`src/rtl/load_store_unit_pkg.sv`:
```
// Shared constants for the load/store unit: memory geometry, RISC-V funct3
// encodings, FSM states and the access-legality rule.
package load_store_unit_pkg;

  localparam int INST_SIZE = 32;
  localparam int MEM_SIZE  = 1024;

  localparam logic [2:0] LSU_B  = 3'b000;
  localparam logic [2:0] LSU_H  = 3'b001;
  localparam logic [2:0] LSU_W  = 3'b010;
  localparam logic [2:0] LSU_BU = 3'b100;
  localparam logic [2:0] LSU_HU = 3'b101;

  typedef enum logic [2:0] {
    ST_IDLE,
    ST_LOAD,
    ST_STORE,
    ST_RMW_RD,
    ST_RMW_WR,
    ST_RESP
  } lsu_state_e;

  // True when the access is misaligned or its funct3 is not legal for its direction.
  function automatic logic lsu_bad_access(input logic       store,
                                          input logic [2:0] funct3,
                                          input logic [1:0] offset);
    logic legal;
    case (funct3)
      LSU_B:   legal = 1'b1;
      LSU_H:   legal = !offset[0];
      LSU_W:   legal = (offset == 2'b00);
      LSU_BU:  legal = !store;
      LSU_HU:  legal = !store && !offset[0];
      default: legal = 1'b0;
    endcase
    return !legal;
  endfunction

endpackage

```
`src/rtl/load_store_unit_lane_align.sv`:
```
// Combinational lane logic: load extract/extend and sub-word store merge.
module lsu_lane_align
  import load_store_unit_pkg::*;
(
  input  logic [2:0]  funct3_i,
  input  logic [1:0]  offset_i,
  input  logic [31:0] word_i,
  input  logic [15:0] wdata_i,
  output logic [31:0] load_data_o,
  output logic [31:0] merged_o
);

  logic [7:0]  byte_lane;
  logic [15:0] half_lane;

  assign byte_lane = word_i[{offset_i, 3'b000} +: 8];
  assign half_lane = offset_i[1] ? word_i[31:16] : word_i[15:0];

  always_comb begin
    // NOTE: both outputs get a default first so no path can infer a latch.
    load_data_o = word_i;
    merged_o    = word_i;
    case (funct3_i)
      LSU_B: begin
        load_data_o = {{24{byte_lane[7]}}, byte_lane};
        merged_o[{offset_i, 3'b000} +: 8] = wdata_i[7:0];
      end
      LSU_H: begin
        load_data_o = {{16{half_lane[15]}}, half_lane};
        merged_o[{offset_i[1], 4'b0000} +: 16] = wdata_i;
      end
      LSU_BU:  load_data_o = {24'h0, byte_lane};
      LSU_HU:  load_data_o = {16'h0, half_lane};
      default: ;
    endcase
  end

endmodule

```
`src/rtl/load_store_unit.sv`:
```
// Memory-stage load/store initiator for a word-addressed data memory.
// Optional LSU_PERF_CNT_EN adds load/store/misalign event counters.
module load_store_unit
  import load_store_unit_pkg::*;
#(
  parameter int ADDR_W = 32,
  parameter int DATA_W = INST_SIZE,
  parameter int IDX_W  = 10
) (
  input  logic              clk,
  input  logic              rst,
  input  logic              req_valid,
  output logic              req_ready,
  input  logic              req_store,
  input  logic [2:0]        req_funct3,
  input  logic [ADDR_W-1:0] req_addr,
  input  logic [DATA_W-1:0] req_wdata,
  output logic              resp_valid,
  output logic [DATA_W-1:0] resp_rdata,
  output logic              resp_misaligned,
  output logic              mem_we,
  output logic [IDX_W-1:0]  mem_a,
  output logic [DATA_W-1:0] mem_wd,
  input  logic [DATA_W-1:0] mem_rd
`ifdef LSU_PERF_CNT_EN
  ,
  output logic [31:0]       load_cnt,
  output logic [31:0]       store_cnt,
  output logic [31:0]       misalign_cnt
`endif
);

  lsu_state_e        state_q;
  logic [2:0]        funct3_q;
  logic [1:0]        offset_q;
  logic [15:0]       wdata_q;
  logic              resp_valid_q;
  logic [DATA_W-1:0] resp_rdata_q;
  logic              resp_misaligned_q;
  logic              mem_we_q;
  logic [IDX_W-1:0]  mem_a_q;
  logic [DATA_W-1:0] mem_wd_q;
  logic [DATA_W-1:0] load_data;
  logic [DATA_W-1:0] merged;
  logic              unused_addr_hi;

  assign unused_addr_hi = ^req_addr[ADDR_W-1:IDX_W+2];

  lsu_lane_align u_lane_align (
    .funct3_i    (funct3_q),
    .offset_i    (offset_q),
    .word_i      (mem_rd),
    .wdata_i     (wdata_q),
    .load_data_o (load_data),
    .merged_o    (merged)
  );

  always_ff @(posedge clk) begin
    if (!rst) begin
      state_q           <= ST_IDLE;
      funct3_q          <= 3'b000;
      offset_q          <= 2'b00;
      wdata_q           <= '0;
      resp_valid_q      <= 1'b0;
      resp_rdata_q      <= '0;
      resp_misaligned_q <= 1'b0;
      mem_we_q          <= 1'b0;
      mem_a_q           <= '0;
      mem_wd_q          <= '0;
    end else begin
      // NOTE: state registers use non-blocking assignments so every update
      // sees the values from before this edge.
      case (state_q)
        ST_IDLE: begin
          if (req_valid) begin
            funct3_q <= req_funct3;
            offset_q <= req_addr[1:0];
            wdata_q  <= req_wdata[15:0];
            if (lsu_bad_access(req_store, req_funct3, req_addr[1:0])) begin
              resp_valid_q      <= 1'b1;
              resp_rdata_q      <= '0;
              resp_misaligned_q <= 1'b1;
              state_q           <= ST_RESP;
            end else begin
              mem_a_q <= req_addr[IDX_W+1:2];
              if (!req_store) begin
                state_q <= ST_LOAD;
              end else if (req_funct3 == LSU_W) begin
                mem_we_q <= 1'b1;
                mem_wd_q <= req_wdata;
                state_q  <= ST_STORE;
              end else begin
                state_q <= ST_RMW_RD;
              end
            end
          end
        end
        ST_LOAD: begin
          resp_valid_q      <= 1'b1;
          resp_rdata_q      <= load_data;
          resp_misaligned_q <= 1'b0;
          state_q           <= ST_RESP;
        end
        ST_RMW_RD: begin
          // mem_wd_q doubles as the merge register for the read-modify-write.
          mem_wd_q <= merged;
          mem_we_q <= 1'b1;
          state_q  <= ST_RMW_WR;
        end
        ST_STORE, ST_RMW_WR: begin
          mem_we_q          <= 1'b0;
          resp_valid_q      <= 1'b1;
          resp_rdata_q      <= '0;
          resp_misaligned_q <= 1'b0;
          state_q           <= ST_RESP;
        end
        ST_RESP: begin
          resp_valid_q <= 1'b0;
          state_q      <= ST_IDLE;
        end
        default: state_q <= ST_IDLE;
      endcase
    end
  end

  assign req_ready       = (state_q == ST_IDLE);
  assign resp_valid      = resp_valid_q;
  assign resp_rdata      = resp_rdata_q;
  assign resp_misaligned = resp_misaligned_q;
  assign mem_a           = mem_a_q;
  assign mem_wd          = mem_wd_q;
  // Reset asserted during a write cycle suppresses that write at the same edge.
  assign mem_we          = mem_we_q & rst;

`ifdef LSU_PERF_CNT_EN
  logic        store_q;
  logic [31:0] load_cnt_q;
  logic [31:0] store_cnt_q;
  logic [31:0] misalign_cnt_q;

  always_ff @(posedge clk) begin
    if (!rst) begin
      store_q        <= 1'b0;
      load_cnt_q     <= '0;
      store_cnt_q    <= '0;
      misalign_cnt_q <= '0;
    end else begin
      if (state_q == ST_IDLE && req_valid) store_q <= req_store;
      if (state_q == ST_RESP) begin
        if (resp_misaligned_q) misalign_cnt_q <= misalign_cnt_q + 32'd1;
        else if (store_q)      store_cnt_q    <= store_cnt_q + 32'd1;
        else                   load_cnt_q     <= load_cnt_q + 32'd1;
      end
    end
  end

  assign load_cnt     = load_cnt_q;
  assign store_cnt    = store_cnt_q;
  assign misalign_cnt = misalign_cnt_q;
`endif

endmodule

```
`config.mk`:
```
export PLATFORM = sky130hd
export DESIGN_NAME = load_store_unit
export DESIGN_NICKNAME = d
export VERILOG_FILES = /design/src/rtl/load_store_unit_pkg.sv /design/src/rtl/load_store_unit_lane_align.sv /design/src/rtl/load_store_unit.sv
export SDC_FILE = /design/constraint.sdc
export NUM_CORES = 1
export LEC_CHECK = 0
export ABC_AREA = 1
export CAP_MARGIN = 30
export CORE_ASPECT_RATIO = 1.75
export CORE_UTILIZATION = 45
export CTS_CLUSTER_DIAMETER = 30
export DETAILED_ROUTE_END_ITERATION = 8
export HOLD_SLACK_MARGIN = 0.15
export PLACE_DENSITY = 0.86
export SYNTH_ARGS = -nofsm -noshare
export SYNTH_HDL_FRONTEND = slang
export SYNTH_HIERARCHICAL = 1
export SYNTH_SLANG_ARGS = --single-unit
```
`constraint.sdc`:
```
create_clock -name clk -period 2.25 [get_ports clk]
set_input_delay 0.225 -clock clk [delete_from_list [all_inputs] [get_ports clk]]
set_output_delay 0.225 -clock clk [all_outputs]
set_load 0.02 [all_outputs]
```
==> results of run 1 <==
[area by class of cell]
cell class	count	area (µm²)
fillers	1475	5980
multi-input cells	944	4120
flip-flops and latches	101	2020
repair buffers	196	1920
inverters	92	348
clock buffers	11	243
well taps	183	229
clock inverters	5	45.0
[layer usage]
metal / vias to the layer above / global-route usage / wire [µm]
met2: 315 / 0.505 / 11400
met4: 0 / 0.206 / 1630
met3: 77 / 0.0372 / 1320
li1: 4107 / - / -
met5: - / 0 / 0
met1: 3684 / 0.336 / 8900
[tightest hold or removal path: stages, from the launching register on]
cell      delay, ns
dfxtp_1        0.33
o21bai_1       0.07
inv_1          0.04
[placed cells by master (no fill, tap or decap)]
master	instances
clkinvlp_4	1
dfxtp_2	1
buf_12	4
nand2_2	3
or2_2	1
nor2_8	1
o211ai_1	3
nand4_1	8
nand3_4	1
nand3b_1	1
a21oi_1	81
inv_4	1
nand3_2	2
clkinv_4	3
o21ai_0	47
clkbuf_1	1
buf_4	32
dfxtp_1	100
nand3_1	188
or2_1	1
clkdlybuf4s50_1	159
nor2_2	6
nand2_4	1
a21oi_4	1
a31oi_1	2
clkbuf_8	1
nor2_1	224
ha_1	5
inv_2	8
inv_8	1
clkinv_1	2
nand2_1	366
clkbuf_16	9
nor2_4	1
inv_1	81
o21bai_1	1
buf_2	1
[flip-flops by register name, indices dropped and copies added (netlist names)]
signal	cells
funct3_q	3
mem_a	10
mem_wd	32
mem_we_q	1
offset_q	2
resp_misaligned	1
resp_rdata	32
resp_valid	1
state_q	3
wdata_q	16
[kinds of logic (layout without fill, tap and decap cells)]
kind of cell             after synthesis  count (layout)  synth area share
flip-flops                           101             101             0.294
AO/OA/AOI/OAI                        135             135             0.102
AND/OR/NAND/NOR                      804             804             0.488
buffers and inverters                169             304             0.108
adder cells (fa/ha/maj)                5               5           0.00908
[worst max path at each step]
stage,to,slack (ns),cells after the start
3_5_place_dp,mem_a[1],0.16,8
4_1_cts,req_ready,0.16,4
2_1_floorplan,mem_wd[0],0.02,16
5_1_grt,mem_wd[31],0.05,14
6_report,req_ready,0.16,4
3_3_place_gp,mem_a[1],0.21,8
[report_power, final]
group / total (µW) / switching [µW] / internal (µW)
clock: 1510 / 714 / 796
combinational: 4010 / 2500 / 1510
sequential: 2340 / 229 / 2110
total: 7860 / 3440 / 4420
[stage by stage]
step / cell area [µm²] / std cells / util / power (µW)
global placement: 8640 / 1516 / 0.579 / 6280
detailed placement: 8640 / 1516 / 0.579 / 6330
CTS: 8930 / 1532 / 0.599 / 7860
finish: 8930 / 1532 / 0.599 / 7860
floorplan: 6890 / 1214 / - / 4940
global route: 8930 / 1532 / 0.599 / 8390
==> metrics.yaml, run 1 <==
synth:
  syn_avg_cell_area_um2: 5.67
  synth.most_common_cell: "nand2_1"
  yosys.area.top_type_share: 0.294
  ys_seq_area_frac: 0.294
  synth_edf_count: 0
  synthCells: 1214
  synth_area_mm2: 0.00689
  synth_common_cells: "nand2_1, nor2_1, nand3_1, dfxtp_1, inv_1"
  yosys.cell_types.count: 31
  synth_area_leaders: "dfxtp_1, nand2_1, nand3_1"
  yosysWarnings: 6
  syn-num-nets: 1322
  async_flop_share: 0
  ys_ff_latch: 101
  synth_area_leader_cell: "dfxtp_1"
  synth_top_flop_cell: "dfxtp_1"
status:
  outcome: "finished clean"
detailed_routing:
  routed_wl_mm: 23.3
  firstDrtPassIters: 5
  drt_iter0_markers: 579
  ant_nets: 0
  drc: 0
  vias_per_cell: 5.34
  num_vias: 8183
  wire_per_inst_um: 15.2
floorplanning:
  ios: 181
  dieWidth_um: 95.5
  design.die.area_mm2: 0.0158
  rows: 59
  die_y_um: 166
  initial_utilization: 0.462
  core_area_mm2: 0.0149
global_routing:
  antenna_found_initial: 0
  grt_pass1_vias: 7497
  grt_pass1_wl_mm: 36.9
  grt.total_usage: 0.298
  grt_max_degree: 69
  grt-ovfl-total: 0
worst_hold_path:
  min_to: "resp_valid"
  hold_class: "register to register"
  holdCritStartpoint: "resp_valid"
  hold_depth: 2
clock_network:
  cts_max_path_buffers: 2
  post_cts_buffers: 0
  cts_made_buffers: 9
  root_buffer: "clkbuf_16"
  clk_latency_ns: 0.35
  path_clk_slew_ns: 0.08
  htree_levels: 3
  cts_tree: "built"
  cts_resized: 0
  clock-sinks: 101
  holdBufCountCts: 0
cells_and_area:
  nets: 1452
  antenna_cells: 0
  syn2layout_area_growth_pct: 29.6
  drive_gt1_frac: 0.0586
setup_path:
  r2r_slack_ns: 0.21
  crit_chain: "inv_2, nand2_1, nor2_2, clkdlybuf4s50_1"
  path_class: "register to output port"
  cpMaxStageDelayCell: "clkdlybuf4s50_1"
  path_max_fanout: 4
  r2r_start: "funct3_q[0]"
  crit_family: "buffers and inverters"
  startpoint_type: "register"
  r2r_cells: 12
  cp.required_ns: 2.03
  cp.arrival_ns: 1.87
  slowest_delay_ns: 0.68
  r2r-end: "mem_wd[4]"
  endpoint_kind: "output port"
  path_buf_inv: 2
  timing.critical_path.from: "state_q[2]"
timing:
  setup_violations: 0
  fmax_ghz: 0.478
  tightest_slew_ns: 0.647
  fin_crit_sh: 0.930
  maxSlewHeadroom: 0.567
  setup_slack_ns: 0.157
  period_needed_ns: 2.09
  rsz0062_at_grt: "false"
  tns_ns: 0
  fin_skew_ns: 0.0106
  slew_viol_final: 0
  hold_viol_final: 0
  whs_ns: 0.474
place:
  io_buffers: 160
  dp_slack_ns: 0.159
  place.gp.congestion: 0.908
  place_hpwl_mm: 17.6
pwr:
  p_leak_uw: 0.00407
  max-vdd-ir-drop_v: 0.000410
  p_per_area_mw_per_mm2: 880
job:
  drv_cap: 0
Power figures use the tool's default switching activity.
==> run 2, diff against run 1 <==
Settings changed: CTS_CLUSTER_SIZE set to 14, PLACE_DENSITY 0.86 to 0.85.
==> metrics.yaml, run 2 (same netlist as run 1, synthesis figures left out) <==
place:
  io_buffers: 160
  placed_cells: 1514
  place.gp.congestion: 0.951
  dp_slack_ns: 0.192
  place_hpwl_mm: 17.5
  dpl_cell_area_mm2: 0.00863
cells_and_area:
  fill_cells: 1499
  layout_common_cells: "nand2_1, nor2_1, nand3_1"
  syn2layout_area_growth_pct: 29.8
  regArea_mm2: 0.00202
  antenna_cells: 0
  layout_commonest_cell: "nand2_1"
  drive_gt1_frac: 0.0593
  multi_input_area_mm2: 0.00413
  stdcell_area_mm2: 0.00894
  nets: 1451
  final_cell_count_no_fill: 1531
global_routing:
  grt_pass1_vias: 7494
  grt_max_degree: 40
  antenna_found_initial: 0
  grt.total_usage: 0.298
  grt_pass1_wl_mm: 37.3
  grt-ovfl-total: 0
timing:
  fin_crit_sh: 0.927
  hold_viol_final: 0
  period_needed_ns: 2.09
  rsz0062_at_grt: "true"
  tightest_slew_ns: 0.645
  tns_ns: 0
  maxSlewHeadroom: 0.569
  slew_viol_final: 0
  setup_slack_ns: 0.165
  fmax_ghz: 0.480
  setup_violations: 0
  fin_skew_ns: 0.00964
detailed_routing:
  vias_per_cell: 5.40
  drc: 0
  firstDrtPassIters: 6
  drt_iter0_markers: 675
  num_vias: 8265
  wire_per_inst_um: 15.3
  routed_wl_mm: 23.4
  ant_nets: 0
pwr:
  max-vdd-ir-drop_v: 0.000513
  finalPower_uw: 7950
  p_leak_uw: 0.00407
  p_per_area_mw_per_mm2: 890
floorplanning:
  ios: 181
  core_area_mm2: 0.0149
  rows: 59
  die_y_um: 166
  dieWidth_um: 95.5
  design.die.area_mm2: 0.0158
  initial_utilization: 0.462
clock_network:
  cts_tree: "built"
  clk_latency_ns: 0.35
  path_clk_slew_ns: 0.08
  cts_max_path_buffers: 2
  htree_levels: 3
  holdBufCountCts: 0
  cts_made_buffers: 9
  clock-sinks: 101
  root_buffer: "clkbuf_16"
setup_path:
  crit_path_frequent_cell: "nand2_1"
  endpoint_kind: "register"
  path_class: "register to register"
  path_max_fanout: 16
  cp.required_ns: 2.50
  slowest_delay_ns: 0.35
  cpMaxStageDelayCell: "ha_1"
  r2r_start: "offset_q[0]"
  timing.critical_path.from: "offset_q[0]"
  crit_chain: "inv_1, ha_1, clkinvlp_4, buf_4, nand4_1, nand2_1, nand2_1, nand3_1, nand2_1, nand2_1, inv_1, nand3_1, nand2_1, nor2_1"
  cp.arrival_ns: 2.34
  startpoint_type: "register"
status:
  outcome: "finished clean"
worst_hold_path:
  holdCritStartpoint: "rst"
  hold_class: "input pin to register"
job:
  drv_cap: 0
run 2: cell types whose count changed in the layout (fill, tap and decap cells not counted):
cell,before,now
nand2_2,3,4
clkinv_4,3,0
nand2_1,366,365
clkbuf_8,1,2
inv_2,8,7
buf_4,32,31
inv_6,0,4
clkbuf_1,1,0
run 2: path summary, 6_finish.rpt:
path                            depth (start not counted)         end  slack (ns)
worst max-delay path                                   14  mem_wd[31]        0.16
worst min-delay path                                    4  mem_wd[26]        0.42
worst max register to register                         14  mem_wd[31]        0.16
worst min register to register                          2    mem_we_q        0.48
run 2: area by class of cell:
cell class	count	area share
Inverter	92	0.0393
Sequential cell	101	0.226
Clock inverter	5	0.00518
Timing Repair Buffer	195	0.214
Tap cell	183	0.0256
Clock buffer	11	0.0283
Multi-Input combinational cell	944	0.462
run 2: worst max-delay path, delay by kind of cell (launching register included):
kind	cells	cell delay (ns)
buffers and inverters	4	0.55
AND/OR/NAND/NOR	9	0.78
flip-flops	1	0.31
adder cells (fa/ha/maj)	1	0.35
run 2: power breakdown:
part | internal, µW | total (µW) | switching, µW | leakage [µW]
clock | 837 | 1590 | 755 | 0.000149
combinational | 1500 | 4020 | 2510 | 0.00310
sequential | 2110 | 2350 | 235 | 0.000826
total | 4450 | 7950 | 3500 | 0.00407
run 2: metal layers:
metal  global-route usage  up-vias  wire length (µm)
li1                     -     4106                 -
met4                0.193        0              1590
met5                    0        -                 0
met3               0.0358       78              1440
met1                0.340     3728              8890
met2                0.506      353             11500
run 2: stage by stage:
step                       util  hold WS (ns)
after floorplan               -         0.360
after global placement    0.578         0.443
after detailed placement  0.578         0.465
after CTS                 0.599         0.411
after global routing      0.599         0.434
final                     0.599         0.423
run 2: what timing repair did:
| item | in CTS | in global routing |
|---|---|---|
| endpoints found under the setup margin | 0 | 3 |
| endpoints found under the hold margin | 0 | 0 |
| setup buffers | 0 | 1 |
| resized for setup | 0 | 2 |
==> run 3, diff against run 2 <==
Settings changed: CORE_UTILIZATION 45 to 59, DONT_BUFFER_PORTS set to 1, SKIP_LAST_GASP set to 1.
==> metrics.yaml, run 3 (same netlist as run 1, synthesis figures left out) <==
detailed_routing:
  ant_nets: 0
  drt_iter0_markers: 708
  num_vias: 7775
  wl_met2_mm: 10.7
  firstDrtPassIters: 6
  wl_met1_mm: 7.81
  drc: 0
  routed_wl_mm: 22.1
  wire_per_inst_um: 16.3
  met3RoutedLength_mm: 1.91
  vias_per_cell: 5.75
  highest_layer: "met4"
floorplanning:
  rows: 51
  core_area_mm2: 0.0112
  initial_utilization: 0.613
  dieWidth_um: 83.7
  ios: 181
  die_y_um: 145
  design.die.area_mm2: 0.0121
cells_and_area:
  drive_gt1_frac: 0.0622
  final_cell_count_no_fill: 1353
  syn2layout_area_growth_pct: 10.7
  fill_cells: 1081
  layout_commonest_cell: "nand2_1"
  nets: 1325
  layout_common_cells: "nand2_1, nor2_1, nand3_1"
  antenna_cells: 0
pwr:
  p_int_uw: 4100
  sw_frac_of_total: 0.446
  finalPower_uw: 7390
  max-vdd-ir-drop_v: 0.000676
  power.switching_uw: 3290
  power.share.sequential: 0.361
  clockPowerShare: 0.226
  p_leak_uw: 0.00362
  p_comb_frac: 0.413
  p_per_area_mw_per_mm2: 970
setup_path:
  r2r_cells: 14
  r2r_slack_ns: 0.09
  path_max_fanout: 13
  endpoint_kind: "register"
  path_class: "register to register"
  cp.arrival_ns: 2.41
  r2r_start: "offset_q[1]"
  r2r-end: "mem_wd[16]"
  cp.required_ns: 2.50
  startpoint_type: "register"
timing:
  slew_viol_final: 0
  setup_violations: 0
  hold_viol_final: 0
  fin_crit_sh: 0.958
  fin_skew_ns: 0.00870
  fmax_ghz: 0.464
  rsz0062_at_grt: "true"
  tightest_slew_ns: 0.972
  maxSlewHeadroom: 0.351
  period_needed_ns: 2.16
global_routing:
  grt_max_degree: 68
  grt-ovfl-total: 0
  grt.total_usage: 0.355
  antenna_found_initial: 0
  grt_pass1_vias: 7080
  grt_pass1_wl_mm: 34.5
place:
  place_hpwl_mm: 15.6
  placed_cells: 1298
  place.gp.congestion: 1.04
  io_buffers: 0
clock_network:
  cts_tree: "built"
  path_clk_slew_ns: 0.07
  clk_latency_ns: 0.35
  cts_max_path_buffers: 2
  cts_made_buffers: 9
  clock-sinks: 101
  root_buffer: "clkbuf_16"
  htree_levels: 3
worst_hold_path:
  hold_depth: 4
  holdCritStartpoint: "mem_rd[26]"
  hold_class: "input pin to register"
  min_to: "resp_rdata[26]"
status:
  outcome: "finished clean"
job:
  drv_cap: 0
run 3: changes by cell type in the layout (fill, tap and decap cells not counted), moves of 2 or more:
cell	delta
inv_6	-3
dlygate4sd3_1	+36
bufinv_16	+2
clkinvlp_4	+2
clkdlybuf4s50_1	-159
buf_4	-2
clkbuf_8	-2
run 3: per-layer routing:
metal  track usage  vias up
met5             0        -
met4         0.263        0
met3        0.0734       94
met2         0.604      409
met1         0.380     3420
li1              -     3852
run 3: power by group through the flow:
| stage | combinational (µW) | sequential, µW | clock [µW] |
|---|---|---|---|
| floorplan | 2310 | 2620 | 0 |
| global placement | 2830 | 2690 | 0 |
| detailed placement | 2870 | 2700 | 0 |
| CTS | 2960 | 2660 | 1690 |
| global route | 3380 | 2700 | 1760 |
| finish | 3050 | 2670 | 1670 |
run 3: repair_timing:
action | in CTS | in global routing
hold endpoints to repair | 72 | 0
gates resized for setup | 0 | 3
buffers inserted | 0 | 3
setup endpoints to repair | 0 | 10
hold buffers | 37 | 0
run 3: area by class of cell:
type                            count  area, µm²  area share
Inverter                           92        352      0.0461
Clock inverter                      5       83.8      0.0110
Sequential cell                   101       2020       0.265
Multi-Input combinational cell    944       4130       0.541
Tap cell                          132        165      0.0217
Timing Repair Buffer               69        643      0.0844
Clock buffer                       10        229      0.0300
run 3: critical path: stages, from the launching register on:
cell and delay (ns):
dfxtp_2 0.35, inv_2 0.18, ha_2 0.30, clkinvlp_4 0.21, buf_2 0.23, nand2_1 0.07
o21ai_0 0.08, nand2_1 0.09, nand3_1 0.17, nand2_1 0.12, nand2_1 0.05, inv_1 0.04
nand3_1 0.07, nand2_1 0.06, nor2_1 0.04
run 3: worst max-delay path by stage:
| stage | endpoint | depth (start not counted) | start | slack [ns] |
|---|---|---|---|---|
| after floorplan | mem_wd[0] | 16 | offset_q[1] | 0.02 |
| after global placement | mem_wd[21] | 13 | offset_q[0] | 0.17 |
| after detailed placement | mem_wd[21] | 13 | offset_q[0] | 0.11 |
| after CTS | mem_wd[21] | 13 | offset_q[0] | 0.1 |
| after global routing | mem_wd[16] | 14 | offset_q[1] | -0.003 |
| final | mem_wd[16] | 14 | offset_q[1] | 0.09 |
run 3: through the flow:
stage | cell area [µm²] | hold WS (ns) | TNS (ns) | util | setup WS [ns]
final | 7620 | 0.149 | 0 | 0.679 | 0.0941
after global routing | 7620 | 0.170 | -0.00517 | 0.679 | -0.00327
after CTS | 7600 | 0.150 | 0 | 0.676 | 0.0950
after detailed placement | 6900 | 0.356 | 0 | 0.615 | 0.111
after global placement | 6900 | 0.357 | 0 | 0.615 | 0.173
after floorplan | 6890 | 0.360 | 0 | - | 0.0212
